### src/rtl/sram_like_arbiter.sv
// sram_like_arbiter: merges an instruction-side and a data-side sram-like
// master onto one shared sram-like bus with at most one transaction in flight.
//
// Ports:
//   clk, rst                    clock, synchronous active-high reset
//   inst_req/wr/size/addr/wdata instruction-side request (in)
//   inst_rdata/addr_ok/data_ok  instruction-side response (out)
//   data_req/wr/size/addr/wdata data-side request (in)
//   data_rdata/addr_ok/data_ok  data-side response (out)
//   m_req/wr/size/addr/wdata    shared bus request (out)
//   m_rdata/addr_ok/data_ok     shared bus response (in)
//
// Data normally wins a simultaneous request; after STARVE_LIMIT consecutive
// data grants with an instruction request pending, the instruction side wins.
// Request and response paths are combinational pass-throughs so the addr
// handshake completes in the same cycle the bus accepts it.
module sram_like_arbiter #(
  parameter int unsigned STARVE_LIMIT = 4
) (
  input  logic        clk,
  input  logic        rst,

  input  logic        inst_req,
  input  logic        inst_wr,
  input  logic [1:0]  inst_size,
  input  logic [31:0] inst_addr,
  input  logic [31:0] inst_wdata,
  output logic [31:0] inst_rdata,
  output logic        inst_addr_ok,
  output logic        inst_data_ok,

  input  logic        data_req,
  input  logic        data_wr,
  input  logic [1:0]  data_size,
  input  logic [31:0] data_addr,
  input  logic [31:0] data_wdata,
  output logic [31:0] data_rdata,
  output logic        data_addr_ok,
  output logic        data_data_ok,

  output logic        m_req,
  output logic        m_wr,
  output logic [1:0]  m_size,
  output logic [31:0] m_addr,
  output logic [31:0] m_wdata,
  input  logic [31:0] m_rdata,
  input  logic        m_addr_ok,
  input  logic        m_data_ok
);

  localparam int unsigned CNT_W  = 4;
  localparam int unsigned DATA_W = 32;

  typedef enum logic [1:0] {
    IDLE   = 2'd0,
    WAIT_I = 2'd1,
    WAIT_D = 2'd2
  } state_e;

  state_e             state_q, state_d;
  logic [CNT_W-1:0]   starve_q, starve_d;
  logic               inst_wins;
  logic               starved;

  // Instruction side wins if it is alone or the data side has used up its quota.
  always_comb begin
    starved   = (starve_q == CNT_W'(STARVE_LIMIT));
    inst_wins = inst_req && (!data_req || starved);
  end

  // State and starvation counter registers.
  always_ff @(posedge clk) begin
    if (rst) begin
      state_q  <= IDLE;
      starve_q <= '0;
    end else begin
      state_q  <= state_d;
      starve_q <= starve_d;
    end
  end

  // Next-state, starvation counter and bus/response routing.
  always_comb begin
    state_d      = state_q;
    starve_d     = starve_q;

    m_req        = 1'b0;
    m_wr         = 1'b0;
    m_size       = 2'b00;
    m_addr       = '0;
    m_wdata      = '0;

    inst_addr_ok = 1'b0;
    inst_data_ok = 1'b0;
    inst_rdata   = '0;
    data_addr_ok = 1'b0;
    data_data_ok = 1'b0;
    data_rdata   = '0;

    case (state_q)
      IDLE: begin
        if (inst_wins) begin
          m_req        = 1'b1;
          m_wr         = inst_wr;
          m_size       = inst_size;
          m_addr       = inst_addr;
          m_wdata      = inst_wdata;
          inst_addr_ok = m_addr_ok;
        end else if (data_req) begin
          m_req        = 1'b1;
          m_wr         = data_wr;
          m_size       = data_size;
          m_addr       = data_addr;
          m_wdata      = data_wdata;
          data_addr_ok = m_addr_ok;
        end

        if (m_req && m_addr_ok) begin
          state_d = inst_wins ? WAIT_I : WAIT_D;
        end

        // Counter only tracks data grants that overtake a waiting inst request.
        if (!inst_req) begin
          starve_d = '0;
        end else if (m_req && m_addr_ok) begin
          if (inst_wins) begin
            starve_d = '0;
          end else if (!starved) begin
            starve_d = starve_q + CNT_W'(1);
          end
        end
      end

      WAIT_I: begin
        if (m_data_ok) begin
          inst_data_ok = 1'b1;
          inst_rdata   = DATA_W'(m_rdata);
          state_d      = IDLE;
        end
      end

      WAIT_D: begin
        if (m_data_ok) begin
          data_data_ok = 1'b1;
          data_rdata   = DATA_W'(m_rdata);
          state_d      = IDLE;
        end
      end

      default: begin
        state_d = IDLE;
      end
    endcase
  end

endmodule

### config.mk
export PLATFORM = sky130hd
export DESIGN_NAME = sram_like_arbiter
export DESIGN_NICKNAME = d
export VERILOG_FILES = /design/src/rtl/sram_like_arbiter.sv
export SDC_FILE = /design/constraint.sdc
export NUM_CORES = 1
export LEC_CHECK = 0
export ABC_AREA = 1
export CAP_MARGIN = 15
export CORE_AREA = 2 2 119 121
export CTS_BUF_LIST = sky130_fd_sc_hd__clkbuf_2 sky130_fd_sc_hd__clkbuf_4 sky130_fd_sc_hd__clkbuf_8
export CTS_CLUSTER_DIAMETER = 100
export DETAILED_ROUTE_END_ITERATION = 10
export DIE_AREA = 0 0 121 123
export HOLD_SLACK_MARGIN = 0.05
export PLACE_DENSITY_LB_ADDON = 0.1
export SLEW_MARGIN = 15
export SYNTH_ARGS = -nofsm -noshare
export SYNTH_HDL_FRONTEND = slang
export SYNTH_SLANG_ARGS = --single-unit
### constraint.sdc
create_clock -name clk -period 1.71 [get_ports clk]
set_input_delay 0.342 -clock clk [delete_from_list [all_inputs] [get_ports clk]]
set_output_delay 0.342 -clock clk [all_outputs]
set_load 0.01 [all_outputs]
==> results <==
-- cell type report --
type,instances,area share
tap,180,0.0332
sequential,6,0.0188
timing repair buffer,390,0.571
clock buffer,3,0.00609
inverter,115,0.0641
multi-input combinational,245,0.307
-- metrics by stage --
| stage | hold WS (ns) | total power [uW] | setup TNS [ns] | setup WS (ns) |
|---|---|---|---|---|
| after global placement | 0.514 | 4160 | -69.28 | -0.654 |
| after CTS | 0.558 | 5010 | -30.98 | -0.354 |
| final | 0.567 | 6210 | -21.23 | -0.313 |
| after floorplan | 0.414 | 1940 | 0 | 0.0461 |
| after detailed placement | 0.544 | 4160 | -70.75 | -0.695 |
| after global routing | 0.617 | 6560 | -29.35 | -0.377 |
-- logic make-up after synthesis --
| group | after synthesis | share of synthesized area |
|---|---|---|
| AND/OR/NAND/NOR | 165 | 0.322 |
| XOR/XNOR | 1 | 0.00435 |
| buffers and inverters | 144 | 0.293 |
| AO/OA/AOI/OAI | 74 | 0.290 |
| flip-flops | 6 | 0.0597 |
| adder cells (fa/ha/maj) | 5 | 0.0311 |
-- final timing paths --
check | from | endpoint | slack (ns)
setup reg to reg | state_q[0] | starve_q[2] | 0.30
hold reg to reg | starve_q[3] | starve_q[3] | 0.57
setup / recovery | starve_q[1] | m_wdata[9] | -0.31
hold / removal | starve_q[3] | starve_q[3] | 0.57
-- cells in the mapped netlist --
library cell / instances
xor2_1: 1
buf_6: 5
clkbuf_1: 15
nand2_2: 2
ha_1: 5
clkbuf_2: 1
nand2_1: 82
nand3_1: 2
nand3_2: 2
inv_2: 2
nor3_1: 1
a21oi_1: 3
a21oi_2: 1
inv_1: 113
buf_2: 8
o22ai_2: 20
o22ai_1: 47
dfxtp_1: 6
nand4_1: 3
nor2_1: 73
o21ai_0: 3
-- worst max-delay path: stages, from the launching register on --
cell and delay [ns]:
dfxtp_2 0.32, inv_2 0.08, ha_4 0.14, nand3_4 0.07, nand2_4 0.10, nand3_4 0.10
buf_12 0.16, clkbuf_16 0.17, o22ai_2 0.16, buf_2 0.15
-- state kept, by name (all words and copies together) (netlist names) --
signal	flops
state_q	2
starve_q	4
-- layer usage --
layer,part of all wire,track usage,vias up
li1,-,-,1934
met1,0.33,0.141,1799
met2,0.57,0.345,198
met3,0.090,0.0397,13
met4,0.010,0.0225,0
met5,0,0,-
-- power groups by stage --
stage / logic, uW / clock network (uW) / registers [uW]
floorplan: 1760 / 0 / 184
global placement: 3970 / 0 / 184
detailed placement: 3970 / 0 / 185
CTS: 4610 / 218 / 189
global route: 6130 / 226 / 205
finish: 5800 / 214 / 201
-- what timing repair did --
item | CTS | global route
pin swaps | 11 | 10
endpoints found under the hold margin | 0 | 0
setup buffers | 13 | 22
gates cloned | 10 | 7
gates resized for setup | 469 | 351
endpoints found under the setup margin | 136 | 136
hold buffers | 0 | 0
==> results.toml <==
[run_status]
outcome = "finished with violations"
violations = "negative setup slack"

[final_layout]
fin_nets = 938
synthToLayoutAreaGrowth_pct = 237
final_cell_mix = "168 x clkdlybuf4s50_1, 108 x inv_1, 89 x buf_2, 79 x nand2_1, 66 x buf_6"
utilization = 0.498
multi_input_area_um2 = 2080
final_common_cell = "clkdlybuf4s50_1"
fill_cells = 1307
layout-drive-gt1-share = 0.490
seq_area_um2 = 128
antenna_cells = 0
stdcell_count = 939
fin_area_um2 = 6780

[placement]
placedInstanceArea_um2 = 5480
routabilityCongestion = 0.795
dp_hpwl_mm = 9.73
numPortBuffers = 307
dp_cells = 887

[die]
rows = 43
core-area_um2 = 13600
ioPinCount = 308
design.die.area_um2 = 14900
floorplan.initialDensity = 0.148
die_h_um = 123
die_w_um = 121

[route]
postRouteAntennaNets = 0
drt-total-wl_mm = 14.2
vias = 3944
wl_per_cell_um = 15.1
drt_iter0_drc = 41
dr.pass1.iters = 4
vias_per_cell = 4.20
drc_errors = 0

[yosys]
synth_top_area_frac = 0.211
syn-cell-area_um2 = 2010
yosysUniqueCellTypes = 21
ys_ff_latch = 6
ys_warn_count = 0
syn_avg_cell_area_um2 = 5.09
syn-num-nets = 572
netlist_top_cells_area = "inv_1 21%, nand2_1 15%, o22ai_1 15%"
synth_seq_area_share = 0.0597
yosysTopAreaCell = "inv_1"
synth_cells = 395

[timing]
rsz0062_at_grt = "yes"
drv_slew = 0
fin_skew_ns = 0.000633
fmax_mhz = 494
worstMarginPinSlew_ns = 0.343
hold_viol_final = 0
max-slew-margin-rel = 0.772
worst_slack_ns = -0.313
period_share = 1.18
setup_violations = 117
min_period_ns = 2.02

[worst_setup_path]
required_ns = 1.37
critical_path_class = "reg2out"
critPathArrivalTime_ns = 1.68
critPathMaxFanout = 9
r2r_cells = 9
startpoint_type = "flip-flop"
crit_path_end_kind = "output port"

[power_and_ir_drop]
p_clk_frac = 0.034
switching_share = 0.434
power_density_nw_per_um2 = 917
power.switching_uw = 2700
peakVddDrop_uv = 324
combPwrFrac = 0.933
p_leak_uw = 0.00336
pwr-share-seq = 0.032
internal_power_uw = 3520

[cts]
clkTransAtPathRegs_ns = 0.04
cts-root-buf = "clkbuf_8"
cts_tree = "yes"
htree_num_levels = 1
numClockSinks = 6
cts_made_buffers = 3
clockBufferDepth = 2
clk_latency_ns = 0.22

[global_route]
first_global_vias = 3816
antenna_found_initial = 0
grt_max_degree = 22
grt_pass1_wl_mm = 18.7
globalRoute.totalOverflow = 0
gr-usage-all-layers = 0.156

[flow_run]
maxCapViolCount = 0

[worst_hold_path]
hold_path_class = "reg2reg"
worstHoldPathCells = 3
Power figures use the tool's default switching activity.
